[config.mk]
export PLATFORM = sky130hd
export DESIGN_NAME = mem_port_arbiter
export DESIGN_NICKNAME = d
export VERILOG_FILES = /design/src/rtl/mem_arb_pkg.sv /design/src/rtl/arb_prio_sel.sv /design/src/rtl/mem_port_arbiter.sv
export SDC_FILE = /design/constraint.sdc
export NUM_CORES = 1
export LEC_CHECK = 0
export CAP_MARGIN = 20
export CORE_ASPECT_RATIO = 1.25
export CORE_MARGIN = 5
export CORE_UTILIZATION = 42
export DETAILED_ROUTE_END_ITERATION = 6
export PLACE_DENSITY_LB_ADDON = 0.2
export SYNTH_ARGS = -nofsm -noshare
export SYNTH_HDL_FRONTEND = slang
export SYNTH_SLANG_ARGS = --single-unit
[constraint.sdc]
create_clock -name clk -period 2.5 [get_ports clk]
set_input_delay 0.25 -clock clk [delete_from_list [all_inputs] [get_ports clk]]
set_output_delay 0.25 -clock clk [all_outputs]
set_load 0.005 [all_outputs]
[src/rtl/mem_arb_pkg.sv]
// Shared types and default sizing for the unified memory port arbiter.
package mem_arb_pkg;

  localparam int ADDR_W_DEF     = 32;
  localparam int DATA_W_DEF     = 32;
  localparam int STARVE_MAX_DEF = 4;

  typedef enum logic [1:0] {
    IDLE = 2'd0,
    REQ  = 2'd1,
    WAIT = 2'd2
  } arb_state_t;

  typedef enum logic {
    OWN_IF = 1'b0,
    OWN_D  = 1'b1
  } owner_t;

  // Width needed to hold a starve count from 0 up to max inclusive.
  function automatic int starve_w(input int max);
    return (max < 1) ? 1 : $clog2(max + 1);
  endfunction

endpackage

[src/rtl/arb_prio_sel.sv]
// Winner selection for the arbiter: D has priority, IF wins after STARVE_MAX
// consecutive conflict losses.
module arb_prio_sel
  import mem_arb_pkg::*;
#(
  parameter int STARVE_MAX = STARVE_MAX_DEF
) (
  input  logic clk,
  input  logic reset,
  input  logic if_req,
  input  logic d_req,
  input  logic enable,
  output logic win_if,
  output logic win_d
);

  localparam int SW = starve_w(STARVE_MAX);
  localparam logic [SW-1:0] STARVE_LIM = SW'(STARVE_MAX);

  logic [SW-1:0] starve_r;
  logic          starved_s;
  logic          conflict_s;

  // Winner decode, qualified by enable (arbiter in IDLE).
  always_comb begin
    starved_s  = (starve_r == STARVE_LIM);
    conflict_s = if_req & d_req;
    win_d      = enable & d_req & ~(if_req & starved_s);
    win_if     = enable & if_req & (~d_req | starved_s);
  end

  // Starve counter: count D wins over a waiting IF, clear on any IF win.
  always_ff @(posedge clk or negedge reset) begin
    if (!reset) begin
      starve_r <= '0;
    end else if (win_if) begin
      starve_r <= '0;
    end else if (win_d && conflict_s && !starved_s) begin
      starve_r <= starve_r + SW'(1);
    end else begin
      starve_r <= starve_r;
    end
  end

endmodule

[src/rtl/mem_port_arbiter.sv]
// Shares one memory port between instruction fetch (IF) and load/store (D).
// Define MEM_ARB_STATS_EN to add grant/conflict statistics counters.
module mem_port_arbiter
  import mem_arb_pkg::*;
#(
  parameter int ADDR_W     = ADDR_W_DEF,
  parameter int DATA_W     = DATA_W_DEF,
  parameter int STARVE_MAX = STARVE_MAX_DEF
) (
  input  logic                clk,
  input  logic                reset,
  input  logic                if_req,
  input  logic [ADDR_W-1:0]   if_addr,
  output logic                if_gnt,
  output logic                if_rvalid,
  output logic [DATA_W-1:0]   if_rdata,
  input  logic                d_req,
  input  logic                d_we,
  input  logic [ADDR_W-1:0]   d_addr,
  input  logic [DATA_W-1:0]   d_wdata,
  input  logic [DATA_W/8-1:0] d_be,
  output logic                d_gnt,
  output logic                d_rvalid,
  output logic [DATA_W-1:0]   d_rdata,
  output logic                m_req,
  output logic                m_we,
  output logic [ADDR_W-1:0]   m_addr,
  output logic [DATA_W-1:0]   m_wdata,
  output logic [DATA_W/8-1:0] m_be,
  input  logic                m_gnt,
  input  logic                m_rvalid,
  input  logic [DATA_W-1:0]   m_rdata
`ifdef MEM_ARB_STATS_EN
  ,
  output logic [31:0]         stat_if_cnt,
  output logic [31:0]         stat_d_cnt,
  output logic [31:0]         stat_conflict_cnt
`endif
);

  localparam int BE_W = DATA_W / 8;

  arb_state_t state_r, state_s;
  owner_t     owner_r;
  logic       win_if_s, win_d_s;

  logic              m_req_r, m_we_r;
  logic [ADDR_W-1:0] m_addr_r;
  logic [DATA_W-1:0] m_wdata_r;
  logic [BE_W-1:0]   m_be_r;
  logic              if_rvalid_r, d_rvalid_r;
  logic [DATA_W-1:0] if_rdata_r, d_rdata_r;

  arb_prio_sel #(.STARVE_MAX(STARVE_MAX)) u_prio (
    .clk    (clk),
    .reset  (reset),
    .if_req (if_req),
    .d_req  (d_req),
    .enable (state_r == IDLE),
    .win_if (win_if_s),
    .win_d  (win_d_s)
  );

  // State register.
  always_ff @(posedge clk or negedge reset) begin
    if (!reset) state_r <= IDLE;
    else        state_r <= state_s;
  end

  // Next-state logic.
  always_comb begin
    state_s = state_r;
    case (state_r)
      IDLE:    if (win_if_s || win_d_s) state_s = REQ;  else state_s = IDLE;
      REQ:     if (m_gnt)               state_s = WAIT; else state_s = REQ;
      WAIT:    if (m_rvalid)            state_s = IDLE; else state_s = WAIT;
      default: state_s = IDLE;
    endcase
  end

  // Request capture, memory-side hold and response routing to the owner.
  always_ff @(posedge clk or negedge reset) begin
    if (!reset) begin
      owner_r     <= OWN_IF;
      m_req_r     <= 1'b0;
      m_we_r      <= 1'b0;
      m_addr_r    <= '0;
      m_wdata_r   <= '0;
      m_be_r      <= '0;
      if_rvalid_r <= 1'b0;
      if_rdata_r  <= '0;
      d_rvalid_r  <= 1'b0;
      d_rdata_r   <= '0;
    end else begin
      if_rvalid_r <= 1'b0;
      if_rdata_r  <= '0;
      d_rvalid_r  <= 1'b0;
      d_rdata_r   <= '0;
      case (state_r)
        IDLE: begin
          if (win_if_s) begin
            owner_r   <= OWN_IF;
            m_req_r   <= 1'b1;
            m_we_r    <= 1'b0;
            m_addr_r  <= if_addr;
            m_wdata_r <= '0;
            m_be_r    <= '1;
          end else if (win_d_s) begin
            owner_r   <= OWN_D;
            m_req_r   <= 1'b1;
            m_we_r    <= d_we;
            m_addr_r  <= d_addr;
            m_wdata_r <= d_wdata;
            m_be_r    <= d_be;
          end
        end
        REQ: begin
          if (m_gnt) m_req_r <= 1'b0;
        end
        WAIT: begin
          if (m_rvalid) begin
            if (owner_r == OWN_IF) begin
              if_rvalid_r <= 1'b1;
              if_rdata_r  <= m_rdata;
            end else begin
              d_rvalid_r <= 1'b1;
              // Stores return an acknowledge only; never leak bus data.
              d_rdata_r  <= m_we_r ? '0 : m_rdata;
            end
          end
        end
        default: m_req_r <= 1'b0;
      endcase
    end
  end

  assign if_gnt    = win_if_s;
  assign d_gnt     = win_d_s;
  assign if_rvalid = if_rvalid_r;
  assign if_rdata  = if_rdata_r;
  assign d_rvalid  = d_rvalid_r;
  assign d_rdata   = d_rdata_r;
  assign m_req     = m_req_r;
  assign m_we      = m_we_r;
  assign m_addr    = m_addr_r;
  assign m_wdata   = m_wdata_r;
  assign m_be      = m_be_r;

`ifdef MEM_ARB_STATS_EN
  logic [31:0] stat_if_r, stat_d_r, stat_conflict_r;

  // Free-running, wrapping grant and conflict counters.
  always_ff @(posedge clk or negedge reset) begin
    if (!reset) begin
      stat_if_r       <= 32'd0;
      stat_d_r        <= 32'd0;
      stat_conflict_r <= 32'd0;
    end else begin
      if (win_if_s) stat_if_r <= stat_if_r + 32'd1;
      if (win_d_s)  stat_d_r  <= stat_d_r + 32'd1;
      if (state_r == IDLE && if_req && d_req) stat_conflict_r <= stat_conflict_r + 32'd1;
    end
  end

  assign stat_if_cnt       = stat_if_r;
  assign stat_d_cnt        = stat_d_r;
  assign stat_conflict_cnt = stat_conflict_r;
`endif

endmodule

==> results of run 1 <==
## where the power goes
group	total (mW)	internal, mW	switching (mW)	leakage [nW]
logic	2.96	1.83	1.13	1.66
clock network	2.46	1.50	0.955	0.277
registers	3.28	2.92	0.367	1.82
total	8.70	6.25	2.46	3.76
## registers in the layout, indices dropped and copies added, names as in the netlist, 2 cells and up
register         cells
if_rdata            32
d_rdata             32
m_be                 4
m_addr              32
state_r              2
u_prio.starve_r      3
m_wdata             32
## cell type report
type / instances / area [um^2] / share of cell area
inverter: 4 / 15.0 / 0.00172
clock buffer: 20 / 447 / 0.0513
clock inverter: 12 / 136 / 0.0157
timing repair buffer: 287 / 2860 / 0.328
tap: 164 / 205 / 0.0236
sequential: 142 / 3550 / 0.408
multi-input combinational: 198 / 1490 / 0.171
## how the worst max path moves through the flow
stage / cells after the start / end / slack [ns] / startpoint
floorplan: 5 / m_addr[18] / 0.87 / state_r[0]
global placement: 4 / if_gnt / 0.39 / if_req
detailed placement: 4 / if_gnt / 0.39 / if_req
CTS: 3 / if_gnt / 0.20 / state_r[0]
global route: 3 / if_gnt / 0.17 / state_r[0]
finish: 3 / if_gnt / 0.23 / state_r[0]
## metrics by stage
stage,worst slack (ns),hold WS (ns),power (mW),instance area (um^2)
after global routing,0.165,0.385,9.15,8710
after detailed placement,0.389,0.234,6.30,8120
after floorplan,0.870,-0.0456,4.48,5170
final,0.231,0.354,8.70,8710
after CTS,0.203,0.368,8.80,8710
after global placement,0.387,0.229,6.18,8120
## cells in the final DEF, fill, tap and decap left out
cell,count
a21boi_2,1
a21o_1,1
a21oi_1,1
a22o_1,33
and2_1,65
and4b_1,1
buf_12,1
buf_4,9
buf_6,1
bufinv_16,2
clkbuf_1,2
clkbuf_16,17
clkbuf_8,1
clkdlybuf4s50_1,275
clkinv_1,1
clkinv_2,2
clkinv_4,3
clkinvlp_4,3
dfrtp_1,142
dlygate4sd3_1,1
ha_1,2
inv_1,3
inv_6,2
nand2_1,9
nand2b_1,1
nand3_1,1
nand3_2,1
nand3b_1,1
nor2_1,3
nor2b_2,1
nor3b_2,1
o21ai_0,5
o221a_2,32
o22a_1,4
or2_2,1
or3_1,33
or3b_4,1
## repair_timing
item | CTS | global route
hold buffers | 1 | 0
endpoints found under the hold margin | 51 | 0
setup endpoints to repair | 0 | 0
## worst reg2reg max path: stages (launching register included)
cell and delay [ns]:
dfrtp_1 0.44, or3b_4 0.42, buf_4 0.25, or3_1 0.40
o221a_2 0.13
## per-layer routing
| layer | GRT usage | wire [um] | vias to the layer above |
|---|---|---|---|
| li1 | - | - | 1884 |
| met1 | 0.247 | 5800 | 2048 |
| met2 | 0.377 | 8390 | 192 |
| met3 | 0.115 | 1770 | 23 |
| met4 | 0.0769 | 357 | 0 |
| met5 | 0 | 0 | - |
## kinds of logic (layout without fill, tap and decap cells)
group           after synthesis  count (layout)  synth area share
compound gates               77              77             0.141
simple gates                119             119             0.141
buf+inv                      30             323            0.0254
flops                       142             142             0.688
fa+ha+maj                     2               2           0.00484
==> impl_metrics.py, run 1 <==
metrics = {
    "global_route": {
        "antenna_found_initial": 0,
        "grt_first_pass_wirelength_mm": 24.9,
        "grt_max_degree": 61,
        "grt_usage": 0.226,
        "grt-ovfl-total": 0,
        "grt_pass1_vias": 4488,
    },
    "timing": {
        "rsz0062_at_grt": "false",
        "final.setup.tns_ns": 0,
        "hold_violations": 0,
        "setup_viol": 0,
        "max_freq_mhz": 441,
        "slew_headroom": 0.660,
        "tightestPinTransition_ns": 0.510,
        "min_period_ns": 2.27,
        "slew_viol_final": 0,
        "fin_skew_ns": 0.00655,
        "fin_crit_sh": 0.908,
    },
    "setup_path": {
        "critPathSlowestCell": "clkdlybuf4s50_1",
        "start_kind": "flip-flop",
        "r2r-end": "m_addr[28]",
        "cp_top_family": "simple AND/OR/NAND/NOR gates",
        "critical_path_buf_inv_count": 1,
        "reg2reg_slack_ns": 0.74,
        "critPathRequiredTime_ns": 2.25,
        "crit-reg2reg-launch": "state_r[0]",
        "ff2ff_path_depth": 4,
        "cp_max_fo": 7,
        "max_stage_delay_ns": 0.58,
        "worstPathArrival_ns": 2.02,
        "end_kind": "primary output",
        "crit_chain": "or3b_4, nor2_1, clkdlybuf4s50_1",
        "crit_type": "flip-flop to primary output",
    },
    "floorplan": {
        "initial_utilization": 0.427,
        "rows": 45,
        "dieArea_um2": 14600,
        "pin_count": 277,
        "die_h_um": 134,
        "core_um2": 12100,
        "fp.dieW_um": 109,
    },
    "routing": {
        "ant_nets": 0,
        "firstDrtPassIters": 4,
        "vias": 4147,
        "vias_per_cell": 5.01,
        "wl_per_cell_um": 19.7,
        "drc_errors": 0,
        "wl_mm": 16.3,
        "drt-initial-drc-count": 170,
    },
    "clocking": {
        "clkSinkCount": 142,
        "h-tree-depth": 4,
        "cts-root-buf": "clkbuf_16",
        "post_cts_buffers": 0,
        "cts_tree": "done",
        "ctsResizeCount": 0,
        "cts_buffers": 17,
        "cts_buffer_depth": 2,
        "worstSkewPairLatency_ns": 0.41,
        "clk_pin_slew_worst_paths_ns": 0.06,
    },
    "logic_synthesis": {
        "syn_nets": 511,
        "synth_edf_count": 0,
        "ys_seq_area_frac": 0.688,
        "synthArstFlopShare": 1.00,
        "avgSynthCellArea_um2": 14.0,
        "synth_commonest_cells": "142 x dfrtp_1, 65 x and2_1, 33 x a22o_1, 33 x or3_1, 32 x o221a_2",
        "ys_warn_count": 0,
        "synthDistinctLibCells": 28,
        "synth_top_area_frac": 0.688,
        "synth.area.top_cells": "dfrtp_1 69%, and2_1 7.9%, o221a_2 7.0%",
        "synth_most_common_cell": "dfrtp_1",
        "netlist_area_um2": 5170,
        "synth_ff_type": "dfrtp_1",
        "ys_seq_elements": 142,
        "syn_inst": 370,
        "yosysTopAreaCell": "dfrtp_1",
    },
    "place": {
        "post-place-cells": 794,
        "hpwl_mm": 11.6,
        "gp_congestion": 0.754,
        "port_buffers": 276,
    },
    "cells_and_area": {
        "antenna_cells": 0,
        "fillerInstances": 852,
        "fin_cells": 827,
        "drive_gt1_frac": 0.119,
        "utilization": 0.720,
        "fin_nets": 791,
        "syn_to_final_growth_pct": 68.6,
    },
    "power_and_ir_drop": {
        "power_leakage_nw": 3.76,
        "p_per_area_nw_per_um2": 999,
        "peakVddDrop_uv": 539,
    },
    "hold_path": {
        "min_path_type": "input pin to asynchronous set/reset pin",
    },
    "run": {
        "maxCapViolCount": 0,
    },
    "run_status": {
        "status": "complete, no violations",
    },
}
Power figures use the tool's default switching activity.
==> run 2: changes to the inputs <==
- REMOVE_ABC_BUFFERS: default -> 1
==> run 2 against run 1 <==
  * Non-clock buffer count did not move
  * Wire length increased by 0.67%
  * Highest routed layer unchanged
  * Worst hold slack improved by 0.054 ns
  * Final area barely moved
  * Sequential power about the same
  * Critical path depth did not move
  * Setup slack better by 0.046 ns
  * Register-to-register slack barely moved
==> impl_metrics.py, run 2 (synthesis results as in run 1) <==
metrics = {
    "run_status": {
        "status": "complete, no violations",
    },
    "global_route": {
        "grt_usage": 0.229,
        "use_met2": 0.382,
        "antenna_found_initial": 0,
        "grt_use_met3": 0.0977,
        "met1_usage": 0.249,
        "grt_max_degree": 69,
        "grt-ovfl-total": 0,
        "grt_pass1_vias": 4603,
        "grt_first_pass_wirelength_mm": 25.4,
        "busiest_layer": "met2",
    },
    "setup_path": {
        "critPathRequiredTime_ns": 2.25,
        "start_kind": "flip-flop",
        "cp_max_fo": 7,
        "worstPathArrival_ns": 1.97,
        "end_kind": "primary output",
        "crit_type": "flip-flop to primary output",
    },
    "cells_and_area": {
        "antenna_cells": 0,
        "fillerInstances": 874,
        "final_cell_mix": "275 x clkdlybuf4s50_1, 142 x dfrtp_1, 65 x and2_1, 33 x or3_1, 33 x a22o_1",
        "final_common_cell": "clkdlybuf4s50_1",
        "drive_gt1_frac": 0.121,
        "syn_to_final_growth_pct": 68.6,
        "fin_cells": 827,
        "fin_nets": 791,
    },
    "floorplan": {
        "pin_count": 277,
        "core_um2": 12100,
        "dieArea_um2": 14600,
        "fp.dieW_um": 109,
        "rows": 45,
        "initial_utilization": 0.427,
        "die_h_um": 134,
    },
    "clocking": {
        "cts_tree": "done",
        "cts_buffers": 17,
        "ctsResizeCount": 0,
        "clk_pin_slew_worst_paths_ns": 0.06,
        "worstSkewPairLatency_ns": 0.41,
        "clkSinkCount": 142,
        "post_cts_buffers": 0,
        "h-tree-depth": 4,
        "cts_buffer_depth": 2,
        "cts-root-buf": "clkbuf_16",
    },
    "routing": {
        "wl_per_cell_um": 19.9,
        "vias": 4153,
        "firstDrtPassIters": 4,
        "ant_nets": 0,
        "vias_per_cell": 5.02,
        "drt-initial-drc-count": 250,
        "wl_mm": 16.4,
        "drc_errors": 0,
    },
    "timing": {
        "final.setup.tns_ns": 0,
        "fin_skew_ns": 0.00590,
        "rsz0062_at_grt": "false",
        "hold_violations": 0,
        "min_period_ns": 2.22,
        "tightestPinTransition_ns": 0.664,
        "max_freq_mhz": 450,
        "slew_viol_final": 0,
        "slew_headroom": 0.557,
        "holdWs_ns": 0.408,
        "setup_viol": 0,
        "fin_crit_sh": 0.889,
    },
    "hold_path": {
        "min_path_type": "input pin to asynchronous set/reset pin",
    },
    "power_and_ir_drop": {
        "p_per_area_nw_per_um2": 994,
        "power_leakage_nw": 3.76,
        "peakVddDrop_uv": 514,
    },
    "place": {
        "post-place-cells": 794,
        "gp_congestion": 0.771,
        "port_buffers": 276,
        "hpwl_mm": 11.7,
    },
    "run": {
        "maxCapViolCount": 0,
    },
}
## run 2: worst paths after layout
check                            from          end  slack, ns  cells past startpoint
max in group asynchronous       reset   m_addr[23]       1.41                      3
min in group clk           m_rdata[0]   d_rdata[0]       0.41                      2
min reg2reg                     m_req        m_req       0.48                      2
max reg2reg                state_r[0]   m_addr[20]       0.75                      4
max                        state_r[0]       if_gnt       0.28                      3
min                             reset  m_wdata[14]       0.41                      2
## run 2: layout make-up
type	count	area (um^2)	share of cell area
Clock buffer	18	439	0.0504
Timing Repair Buffer	287	2870	0.330
Sequential cell	142	3550	0.408
Multi-Input combinational cell	198	1490	0.171
Inverter	4	15.0	0.00172
Clock inverter	14	136	0.0156
Tap cell	164	205	0.0235
## run 2: what timing repair did
action                                  4_1_cts  5_1_grt
hold buffers                                  1        0
endpoints found under the setup margin        0        0
endpoints found under the hold margin        66        0
## run 2: metal layers
metal	wire length (um)	share of wire
met1	5750	0.35
met2	8220	0.50
met3	1780	0.11
met4	665	0.041
met5	0	0
## run 2: worst max-delay path: stages, from the launching register on
cell             delay (ns)
dfrtp_1                0.44
or3b_4                 0.42
nor2_1                 0.15
clkdlybuf4s50_1        0.55
## run 2: through the flow
step / power, mW / setup slack [ns] / util / area, um^2
floorplan: 4.38 / 0.201 / - / 5050
global placement: 6.17 / 0.398 / 0.672 / 8130
detailed placement: 6.30 / 0.407 / 0.672 / 8130
CTS: 8.77 / 0.239 / 0.720 / 8710
global route: 9.12 / 0.148 / 0.720 / 8710
finish: 8.66 / 0.277 / 0.720 / 8710
## run 2: report_power, final
group	internal (mW)	switching (mW)	total [mW]	leakage [nW]
clock network	1.41	1.01	2.42	0.267
logic	1.83	1.14	2.97	1.67
registers	2.92	0.361	3.28	1.82
